File: config.mk
export PLATFORM = sky130hd
export DESIGN_NAME = multi_channel_clk_divider
export DESIGN_NICKNAME = d
export VERILOG_FILES = /design/src/rtl/clkdiv_pkg.sv /design/src/rtl/clkdiv_channel.sv /design/src/rtl/multi_channel_clk_divider.sv
export SDC_FILE = /design/constraint.sdc
export NUM_CORES = 1
export LEC_CHECK = 0
export BUFFER_PORTS_ARGS = -buffer_cell sky130_fd_sc_hd__buf_2
export CORE_MARGIN = 8
export CORE_UTILIZATION = 55
export CTS_BUF_LIST = sky130_fd_sc_hd__clkbuf_4 sky130_fd_sc_hd__clkbuf_8
export CTS_CLUSTER_SIZE = 8
export DETAILED_ROUTE_END_ITERATION = 10
export PLACE_DENSITY = 0.77
export SLEW_MARGIN = 20
export SYNTH_ARGS = -nofsm -noshare
export SYNTH_HDL_FRONTEND = slang
export SYNTH_SLANG_ARGS = --single-unit
File: constraint.sdc
create_clock -name clk -period 11 [get_ports clk]
set_clock_uncertainty 0.05 [all_clocks]
set_input_delay 1.65 -clock clk [delete_from_list [all_inputs] [get_ports clk]]
set_output_delay 1.65 -clock clk [all_outputs]
set_load 0.01 [all_outputs]
File: src/rtl/clkdiv_pkg.sv
// Shared types and helpers for the multi-channel clock divider.
package clkdiv_pkg;

  // Widest counter any build may use. Half-periods are held zero-extended to this width.
  localparam int unsigned CNT_W_MAX = 32;

  typedef enum logic {
    IDLE = 1'b0,
    RUN  = 1'b1
  } ch_state_e;

  typedef struct packed {
    logic [CNT_W_MAX-1:0] active;
    logic [CNT_W_MAX-1:0] shadow;
    logic                 pending;
  } ch_cfg_t;

  function automatic int unsigned CeilLog2(input int unsigned n);
    int unsigned r;
    r = 0;
    while ((64'd1 << r) < 64'(n)) r++;
    return (r == 0) ? 1 : r;
  endfunction

  // Reset half-period in base clocks. Never 0, so every channel can wrap.
  function automatic int unsigned CountValue(input int unsigned base_clk,
                                             input int unsigned target);
    int unsigned h;
    if (target == 0) return 1;
    h = base_clk / (2 * target);
    return (h == 0) ? 1 : h;
  endfunction

endpackage

File: src/rtl/clkdiv_channel.sv
// One divider channel: counter, active/shadow half-period, square wave and tick.
// Sync restart logic is only built when CLKDIV_SYNC_EN is defined.
module clkdiv_channel
  import clkdiv_pkg::*;
#(
  parameter int unsigned          CNT_W    = 24,
  parameter logic [CNT_W_MAX-1:0] RST_HALF = CNT_W_MAX'(1)
) (
  input  logic             clk,
  input  logic             reset,
  input  logic             en_i,
  input  logic             wr_i,
  input  logic [CNT_W-1:0] half_i,
  input  logic             sync_i,
  output logic             clk_out_o,
  output logic             tick_o,
  output logic             pending_o,
  output logic [CNT_W-1:0] count_o
);

  ch_state_e            state;
  ch_cfg_t              cfg_q, cfg_d;
  logic [CNT_W-1:0]     cnt_q, cnt_d;
  logic                 clk_q, clk_d;
  logic                 tick_q, tick_d;
  logic [CNT_W_MAX-1:0] half_w;
  logic                 wrap;

  assign state = en_i ? RUN : IDLE;

  always_comb begin
    half_w = CNT_W_MAX'(half_i);
    if (half_i == '0) half_w = CNT_W_MAX'(1);
    wrap   = (state == RUN) && (CNT_W_MAX'(cnt_q) == (cfg_q.active - CNT_W_MAX'(1)));

    cfg_d  = cfg_q;
    cnt_d  = cnt_q;
    clk_d  = clk_q;
    tick_d = 1'b0;

    if (wrap) begin
      cnt_d  = '0;
      clk_d  = ~clk_q;
      tick_d = 1'b1;
      if (cfg_q.pending) begin
        cfg_d.active  = cfg_q.shadow;
        cfg_d.pending = 1'b0;
      end
    end else if (state == RUN) begin
      cnt_d = cnt_q + CNT_W'(1);
    end

    // A write landing on the wrap cycle bypasses the shadow stage.
    if (wr_i) begin
      cfg_d.shadow = half_w;
      if (wrap) begin
        cfg_d.active  = half_w;
        cfg_d.pending = 1'b0;
      end else begin
        cfg_d.pending = 1'b1;
      end
    end

`ifdef CLKDIV_SYNC_EN
    if (sync_i) begin
      cnt_d         = '0;
      clk_d         = 1'b0;
      tick_d        = 1'b0;
      cfg_d.pending = 1'b0;
      if (wr_i)               cfg_d.active = half_w;
      else if (cfg_q.pending) cfg_d.active = cfg_q.shadow;
    end
`endif
  end

`ifndef CLKDIV_SYNC_EN
  logic sync_unused;
  assign sync_unused = sync_i;
`endif

  always_ff @(posedge clk or posedge reset) begin
    if (reset) begin
      cfg_q.active  <= RST_HALF;
      cfg_q.shadow  <= RST_HALF;
      cfg_q.pending <= 1'b0;
      cnt_q         <= '0;
      clk_q         <= 1'b0;
      tick_q        <= 1'b0;
    end else begin
      cfg_q  <= cfg_d;
      cnt_q  <= cnt_d;
      clk_q  <= clk_d;
      tick_q <= tick_d;
    end
  end

  assign clk_out_o = clk_q;
  assign tick_o    = tick_q;
  assign pending_o = cfg_q.pending;
  assign count_o   = cnt_q;

endmodule

File: src/rtl/multi_channel_clk_divider.sv
// N-channel programmable divider: config decode, ack/err pulses, per-channel fan-out.
// Define CLKDIV_SYNC_EN to enable the global sync phase restart.
module multi_channel_clk_divider
  import clkdiv_pkg::*;
#(
  parameter int unsigned NUM_CH           = 4,
  parameter int unsigned BASE_CLK         = 50000000,
  parameter int unsigned TARGET_FREQUENCY = 100000,
  parameter int unsigned DEFAULT_HALF     = CountValue(BASE_CLK, TARGET_FREQUENCY),
  parameter int unsigned CNT_W            = 24,
  parameter int unsigned CH_W             = CeilLog2(NUM_CH)
) (
  input  logic                    clk,
  input  logic                    reset,
  input  logic [NUM_CH-1:0]       enable,
  input  logic                    cfg_wr,
  input  logic [CH_W-1:0]         cfg_ch,
  input  logic [CNT_W-1:0]        cfg_half,
  input  logic                    sync,
  output logic                    cfg_ack,
  output logic                    cfg_err,
  output logic [NUM_CH-1:0]       clk_out,
  output logic [NUM_CH-1:0]       tick,
  output logic [NUM_CH-1:0]       pending,
  output logic [NUM_CH*CNT_W-1:0] count_out
);

  localparam logic [CNT_W_MAX-1:0] RST_HALF =
    (DEFAULT_HALF == 0) ? CNT_W_MAX'(1) : CNT_W_MAX'(DEFAULT_HALF);

  logic              ch_valid;
  logic [NUM_CH-1:0] wr_ch;
  logic              ack_q, ack_d;
  logic              err_q, err_d;

  // Channel selects past NUM_CH exist whenever NUM_CH is not a power of two.
  assign ch_valid = (32'(cfg_ch) < NUM_CH);

  always_comb begin
    ack_d = cfg_wr & ch_valid;
    err_d = cfg_wr & ~ch_valid;
  end

  always_ff @(posedge clk or posedge reset) begin
    if (reset) begin
      ack_q <= 1'b0;
      err_q <= 1'b0;
    end else begin
      ack_q <= ack_d;
      err_q <= err_d;
    end
  end

  assign cfg_ack = ack_q;
  assign cfg_err = err_q;

  for (genvar i = 0; i < NUM_CH; i++) begin : g_ch
    assign wr_ch[i] = cfg_wr && (32'(cfg_ch) == 32'(i));

    clkdiv_channel #(
      .CNT_W    (CNT_W),
      .RST_HALF (RST_HALF)
    ) u_ch (
      .clk       (clk),
      .reset     (reset),
      .en_i      (enable[i]),
      .wr_i      (wr_ch[i]),
      .half_i    (cfg_half),
      .sync_i    (sync),
      .clk_out_o (clk_out[i]),
      .tick_o    (tick[i]),
      .pending_o (pending[i]),
      .count_o   (count_out[i*CNT_W +: CNT_W])
    );
  end

endmodule

Word-level counts from Yosys, hierarchy flattened --
Cells that the tools add are included.
Cells by class: add/sub/neg operators 8, equality and inequality tests 7, muxes and demuxes 41, bitwise logic cells 4, reduce and logical (&&, ||, !) cells 18
Operators with widths (count):
- $mux 32 | 12
- $mux 65 | 4
- $mux 24 | 9
- $eq 24x32->1 | 4
- $sub 32x1->32 const B | 4
- $add 24x1->24 const B | 4
- $logic_not 24->1 | 1
- $mux 1 | 16
- $reduce_bool 2->1 | 8
- $logic_and 1x1->1 | 8
- $eq 2x2->1 const B | 2
- $not 1->1 | 4
- $eq 2x1->1 const B | 1
- $logic_not 2->1 | 1
Word-level totals: bits in registers 365, output and inout bits 110

Longest topological paths before layout --
Gate-level depths: netlist (run 1).
depth in word-level cells 6, gate-level depth with buffers 12, gate-level depth less buffers 10

Hierarchy --
From an unflattened synthesis (run 1), not the netlist that was laid out.
Unflattened totals: cells, all modules 2233, area, all modules 20335.8 sq um
Modules (own cells, without submodules):
- clkdiv_channel (g_ch[2].u_ch ...) | times used 2, cells each 571, area each 5175.0 sq um, sequential area each 2092.0 sq um
- clkdiv_channel (g_ch[0].u_ch) | times used 1, cells each 520, area each 4993.5 sq um, sequential area each 2092.0 sq um
- clkdiv_channel (g_ch[1].u_ch) | times used 1, cells each 563, area each 4914.7 sq um, sequential area each 2092.0 sq um
- multi_channel_clk_divider | times used 1, cells each 8, area each 77.6 sq um, sequential area each 25.0 sq um

Least setup slack after synthesis (run 1) --
Ideal clock, no wire load.
path type input to register, start input port enable[1], end register with a tool-made name, data arrival time 4289 ps, data required time 10822 ps, path slack 6533 ps, cell stages on the path 10, buffers on the path 2, cells stage by stage clkbuf_1 or4b_2 nor4_1 nand4b_1 a2111oi_0 nand4_1 a311oi_1 nand4_2 buf_2 mux2_1
RTL lines:
- from (decl) | line multi_channel_clk_divider.sv:15 | input logic [NUM_CH-1:0] enable,

==> qor.txt, run 1 <==
====================================================================================
Maximum fanout count along the critical path                                      26
Power density normalized to cell area                                    150 mW/mm^2
Worst path max stage delay                                                   0.74 ns
Fraction of the cycle the final worst path needs                               0.441
Total Nets Final                                                                1743
Worst-skew pair later-pin latency                                            0.57 ns
Placer's final routability congestion estimate                                 0.917
Simple-gate share of the synthesized area                                      0.180
Area of the die                                                          0.0372 mm^2
Cell area after placement                                                0.0181 mm^2
Global-route usage over all layers                                             0.218
Std-Cell Core Area                                                       0.0307 mm^2
Detail Route met3 WL                                                         1.82 mm
Switching power                                                             0.740 mW
Largest net degree at the start of global routing                                 92
Avg Inst Size Synth                                                        10.8 um^2
Worst min-delay path class                                                   reg2reg
Ratio of cells with drive above 1 in the final layout                          0.248
Proportion of total power due to net switching                                 0.255
Growth of design area from synthesis to finish                                 12.0%
Chip Height                                                                   193 um
Final cell area excluding filler cells                                   0.0193 mm^2
Clock tree from TritonCTS                                                      built
Highest clock rate                                                         0.206 GHz
Kind of launch point of the worst setup path                            primary input
Setup TNS                                                                       0 ns
Bufs and invs on worst path                                                        1
Result of the run                                                       complete, no violations
Routed metal-1 wirelength                                                    18.5 mm
Power share of the clock group                                                 0.393
I/O Pins                                                                         144
Routed wirelength normalized by instance count                               18.8 um
Iteration-0 DRC count of the detailed router                                     752
Portion of netlist area occupied by mux cells                                  0.123
Required time worst endpoint                                                11.40 ns
# setup viols final                                                                0
Most used DFF post-synth                                                     dfrtp_1
Commonest cells after routing, fill and taps aside                      285 x dfrtp_1, 155 x nor2_1, 141 x buf_2
CTS H-tree lvls                                                                    2
Worst setup slack for register-to-register paths                             6.80 ns
Worst Path Class, Setup                                                       in2reg
DRC                                                                                0
Net Count, Synth                                                                1635
Placement Rows                                                                    64
Synth Cell Area                                                          0.0172 mm^2
Clock slew at reported path FFs                                              0.06 ns
Count of port buffers added during placement                                     141
Chain of cells forming the critical path                                buf_2 > or4b_2 > nor4_1 > nand4b_1 > a2111oi_0 > nand4_1 > a311oi_1 > nand4_2 > mux2_1
Number of enable-type register cells in the synthesized netlist                    0
Count of endpoints failing hold in the final timing report                         0
Synth cell types                                                                  77
Setup repair bufs after CTS                                                        0
Number of global-route vias before repair                                      12352
Post-synthesis async set-or-reset flop share                                    1.00
Final antenna diode count                                                          0
YS warnings                                                                        0
Min Clock Period, post-route                                                 4.85 ns
Final Max Tran Viols                                                               0
Number of cell instances on the worst register-to-register path                    9
Die width                                                                     193 um
Detailed-route via count                                                       12490
Initial core utilization                                                       0.561
Number of buffers added by the clock tree synthesis step                          54
Remaining global-route overflow                                                    0
Number of cells traversed by the worst hold path                                   0
Peak ir drop on the vdd network                                             0.106 mV
Via density                                                                     5.84
Slew at the pin closest to its max-slew limit                                1.04 ns
Combinational fraction of design power                                         0.112
Yosys reg bits                                                                   333
Fraction of power consumed by sequential logic                                 0.495
Total wire length                                                            40.3 mm
Routed Antenna Nets                                                                0
First-pass DRT Iterations                                                          5
Critical Path Sink Type                                                     register
Post-Synth Adder-Cell Area                                                   0.00582
CP delay by family, top                                                 simple AND/OR/NAND/NOR gates
RSZ-0062 raised after global routing                                              no
Fin Hold WS                                                                 0.321 ns
Slowest stage cell on the critical path                                      nand4_2
Synth Area in Compound Gates                                                  0.0616
Internal power                                                               2.16 mW
CTS hold repair buffers                                                            0
Sequential-to-total area share from yosys stat                                 0.488
Clock sinks                                                                      333
Leakage dissipation                                                          9.26 nW
Detailed Place HPWL                                                          28.4 mm
Initial antenna violation count                                                    2
Max_slew headroom                                                              0.309
Largest family of logic cells by synthesized area                       simple AND/OR/NAND/NOR gates
Most common library cell in the layout ignoring fill and taps                dfrtp_1
Buffer levels on the longest clock path                                            3
Max-cap violations                                                                 0
Top routing layer in use                                                        met5
Parity-gate share of the synthesized area counting xor and xnor cells          0.107
Arrival time at the worst endpoint                                           5.25 ns
Root buffer cell                                                            clkbuf_8
Global-route wire length before repair                                       65.7 mm
PostCTS Resize Cnt                                                                 0
Total length of routed met2 wires                                            18.9 mm
Cells after Synth                                                               1593
====================================================================================
-- logic make-up after synthesis --
family	count (synthesis)
simple gates	568
xor+xnor	210
buf+inv	137
other cells	1
mux	189
flops	333
compound gates	147
fa+ha+maj	8
-- power by group through the flow --
stage	Sequential, mW	Combinational, mW	Clock [mW]
global route	1.45	0.363	1.22
global placement	1.45	0.318	0
CTS	1.43	0.331	1.17
finish	1.43	0.326	1.14
floorplan	1.44	0.224	0
detailed placement	1.45	0.329	0
-- metrics by stage --
step / std cells / worst slack, ns / power, mW / util
after floorplan: 1593 / 0.155 / 1.66 / -
after global placement: 2040 / 5.57 / 1.77 / 0.589
after detailed placement: 2040 / 5.53 / 1.78 / 0.589
after CTS: 2139 / 6.14 / 2.93 / 0.627
after global routing: 2140 / 5.88 / 3.03 / 0.628
final: 2140 / 6.15 / 2.90 / 0.628
-- synth_stat cells (all sizes together), types with 13 or more instances --
| library cell | instances | share of area |
|---|---|---|
| and3 | 18 | 0.0065 |
| nand3 | 46 | 0.013 |
| xor2 | 118 | 0.060 |
| nand2 | 64 | 0.014 |
| nor4 | 44 | 0.017 |
| inv | 35 | 0.0076 |
| nand2b | 16 | 0.0058 |
| nor3 | 37 | 0.011 |
| o21ai | 27 | 0.0079 |
| clkbuf | 70 | 0.015 |
| and4 | 14 | 0.0071 |
| xnor2 | 92 | 0.047 |
| or4 | 21 | 0.0092 |
| nand4 | 60 | 0.022 |
| or3 | 15 | 0.0055 |
| a21oi | 15 | 0.0044 |
| dfrtp | 285 | 0.41 |
| mux2 | 179 | 0.12 |
| and2 | 16 | 0.0058 |
| a22o | 24 | 0.012 |
| dfstp | 48 | 0.073 |
| nor4b | 13 | 0.0070 |
| nor2 | 155 | 0.034 |
| buf | 32 | 0.011 |
-- cell type report --
type                       instances  area, um^2
tap                              396         495
sequential                       333        8390
multi-input combinational       1123        8250
clock buffer                      93        1120
inverter                          35         139
clock inverter                     6        57.6
fill                            2511       11400
timing repair buffer             154         818
-- metal layers --
metal	vias to the layer above	GRT usage
li1	5918	-
met2	308	0.349
met3	79	0.0322
met5	-	0
met4	4	0.0703
met1	6181	0.302
-- worst max path at each step --
| stage | start | end | slack, ns | cells past startpoint |
|---|---|---|---|---|
| 2_1_floorplan | reset | asynchronous set/reset pin | 0.15 | 1 |
| 3_3_place_gp | enable[1] | register | 5.57 | 9 |
| 3_5_place_dp | enable[1] | register | 5.53 | 9 |
| 4_1_cts | enable[1] | register | 6.14 | 9 |
| 5_1_grt | enable[1] | register | 5.88 | 9 |
| 6_report | enable[1] | register | 6.15 | 9 |
No activity file was read; power rests on OpenSTA's default activity.
==> run 2, diff against run 1 <==
==> constraint.sdc (replaced) <==
create_clock -name clk -period 4.2 [get_ports clk]
set_clock_uncertainty 0.05 [all_clocks]
set_input_delay 0.63 -clock clk [delete_from_list [all_inputs] [get_ports clk]]
set_output_delay 0.63 -clock clk [all_outputs]
set_load 0.01 [all_outputs]
==> run 2 against run 1 <==
Compared with the run above:
- register-to-register slack worse by 6.4 ns
- global-route usage up 0.29 points
- combinational power rose to 2.6 times the previous value
- critical path depth up 2
- first-iteration DRC count down 10%
- worst hold slack worse by 0.15 ns
- count of clock-buffer cells in the layout unchanged
- final cell count up 0.84%
- setup slack worse by 5.7 ns
- wire length up 0.68%
==> qor.txt, run 2 (same netlist as run 1, synthesis figures left out) <==
============================================================================
Worst min-delay path class                                            in2reg
Worst Path Class, Setup                                              reg2reg
Critical Path Sink Type                                             register
Initial core utilization                                               0.561
Initial antenna violation count                                            1
Slew at the pin closest to its max-slew limit                       0.810 ns
Commonest cells after routing, fill and taps aside              285 x dfrtp_1, 155 x nor2_1, 141 x buf_2
Final antenna diode count                                                  0
Most common library cell in the layout ignoring fill and taps        dfrtp_1
Number of global-route vias before repair                              12819
Detailed-route via count                                               12654
CTS H-tree lvls                                                            2
Chip Height                                                           193 um
Max_slew headroom                                                      0.446
DRC                                                                        0
Fraction of the cycle the final worst path needs                       0.898
Area of the die                                                  0.0372 mm^2
Count of port buffers added during placement                             141
Worst Setup Slack post-DPL                                          0.386 ns
Min Clock Period, post-route                                         3.77 ns
Chain of cells forming the critical path                        inv_1 > ha_1 > or3b_1 > o21ai_0 > nand3_1 > a2111oi_0 > nand4_1 > nor4b_4 > nand2_2 > buf_4 > mux2_1
Clock slew at reported path FFs                                      0.06 ns
Number of buffers added by the clock tree synthesis step                  54
Placer's final routability congestion estimate                         0.924
Total wire length                                                    40.5 mm
Buffer levels on the longest clock path                                    3
Routed Antenna Nets                                                        0
Power density normalized to cell area                            388 mW/mm^2
Final Max Tran Viols                                                       0
Clock tree from TritonCTS                                              built
Global-route wire length before repair                               66.8 mm
Required time worst endpoint                                         4.59 ns
Kind of launch point of the worst setup path                        register
First-pass DRT Iterations                                                  5
Iteration-0 DRC count of the detailed router                             677
Clock sinks                                                              333
Total Nets Final                                                        1761
Worst path max stage delay                                           0.74 ns
Peak ir drop on the vdd network                                     0.244 mV
Std-Cell Core Area                                               0.0307 mm^2
Placement Rows                                                            64
Global-route usage over all layers                                     0.220
Switching power                                                      1.94 mW
Maximum fanout count along the critical path                              26
Power share of the clock group                                         0.386
RSZ-0062 raised after global routing                                      no
Detailed Place HPWL                                                  29.0 mm
Fraction of power consumed by sequential logic                         0.500
Leakage dissipation                                                  9.32 nW
Remaining global-route overflow                                            0
Root buffer cell                                                    clkbuf_8
Ratio of cells with drive above 1 in the final layout                  0.254
Count of endpoints failing hold in the final timing report                 0
Worst hold start                                                      cfg_wr
Worst-skew pair later-pin latency                                    0.59 ns
Result of the run                                               complete, no violations
Slowest stage cell on the critical path                            a2111oi_0
Routed wirelength normalized by instance count                       18.8 um
Fin Hold WS                                                         0.171 ns
Worst setup slack for register-to-register paths                     0.43 ns
# setup viols final                                                        0
Least setup slack across all paths after layout                     0.429 ns
Growth of design area from synthesis to finish                         12.5%
Arrival time at the worst endpoint                                   4.16 ns
Largest net degree at the start of global routing                        133
Via density                                                             5.86
I/O Pins                                                                 144
Internal power                                                       5.57 mW
Die width                                                             193 um
Highest clock rate                                                 0.265 GHz
PostCTS Resize Cnt                                                         0
Proportion of total power due to net switching                         0.259
Max-cap violations                                                         0
Combinational fraction of design power                                 0.115
============================================================================
[run 2: layer usage]
metal  vias to the layer above  GRT usage  wire length [um]
met5                         -          0                13
met2                       310      0.355             19100
li1                       5958          -                 -
met3                        75     0.0323              1730
met4                         2     0.0717               995
met1                      6309      0.304             18700
[run 2: stage by stage]
stage / TNS [ns] / util / instance area (um^2) / instances / total power [mW]
after floorplan: -253.49 / - / 17200 / 1593 / 4.35
after global placement: 0 / 0.594 / 18200 / 2058 / 4.63
after detailed placement: 0 / 0.594 / 18200 / 2058 / 4.68
after CTS: 0 / 0.632 / 19400 / 2158 / 7.60
after global routing: 0 / 0.632 / 19400 / 2158 / 7.89
final: 0 / 0.632 / 19400 / 2158 / 7.52
[run 2: critical path, delay by kind of cell (launching register included)]
kind	cells	cell delay [ns]
adders and majority gates	1	0.22
muxes	1	0.37
buffers and inverters	2	0.34
AOI/OAI and AO/OA	2	0.93
and+or+nand+nor	5	1.29
DFF	1	0.44
[run 2: cell type report]
cell class	count	area [um^2]
clock inverters	6	30.0
repair buffers	172	966
multi-input cells	1123	8240
fillers	2502	11300
well taps	396	495
flip-flops and latches	333	8390
inverters	35	135
clock buffers	93	1110
[run 2: power by group through the flow]
stage | clock network (mW) | registers, mW | logic, mW
3_3_place_gp | 0 | 3.79 | 0.842
3_5_place_dp | 0 | 3.81 | 0.872
6_report | 2.90 | 3.76 | 0.862
4_1_cts | 2.97 | 3.76 | 0.879
5_1_grt | 3.12 | 3.79 | 0.967
2_1_floorplan | 0 | 3.77 | 0.586
[run 2: repair_timing]
item	CTS	global route
hold endpoints to repair	6	0
hold buffers	1	0
setup buffers	0	0
[run 2: final timing paths]
kind | end | cells after the start
worst max register to register | register | 11
max in group asynchronous | g_ch[3].u_ch.count_o[19] | 4
worst max-delay path | register | 11
worst min register to register | register | 0
worst min-delay path | cfg_ack | 1
min in group asynchronous | asynchronous set/reset pin | 3
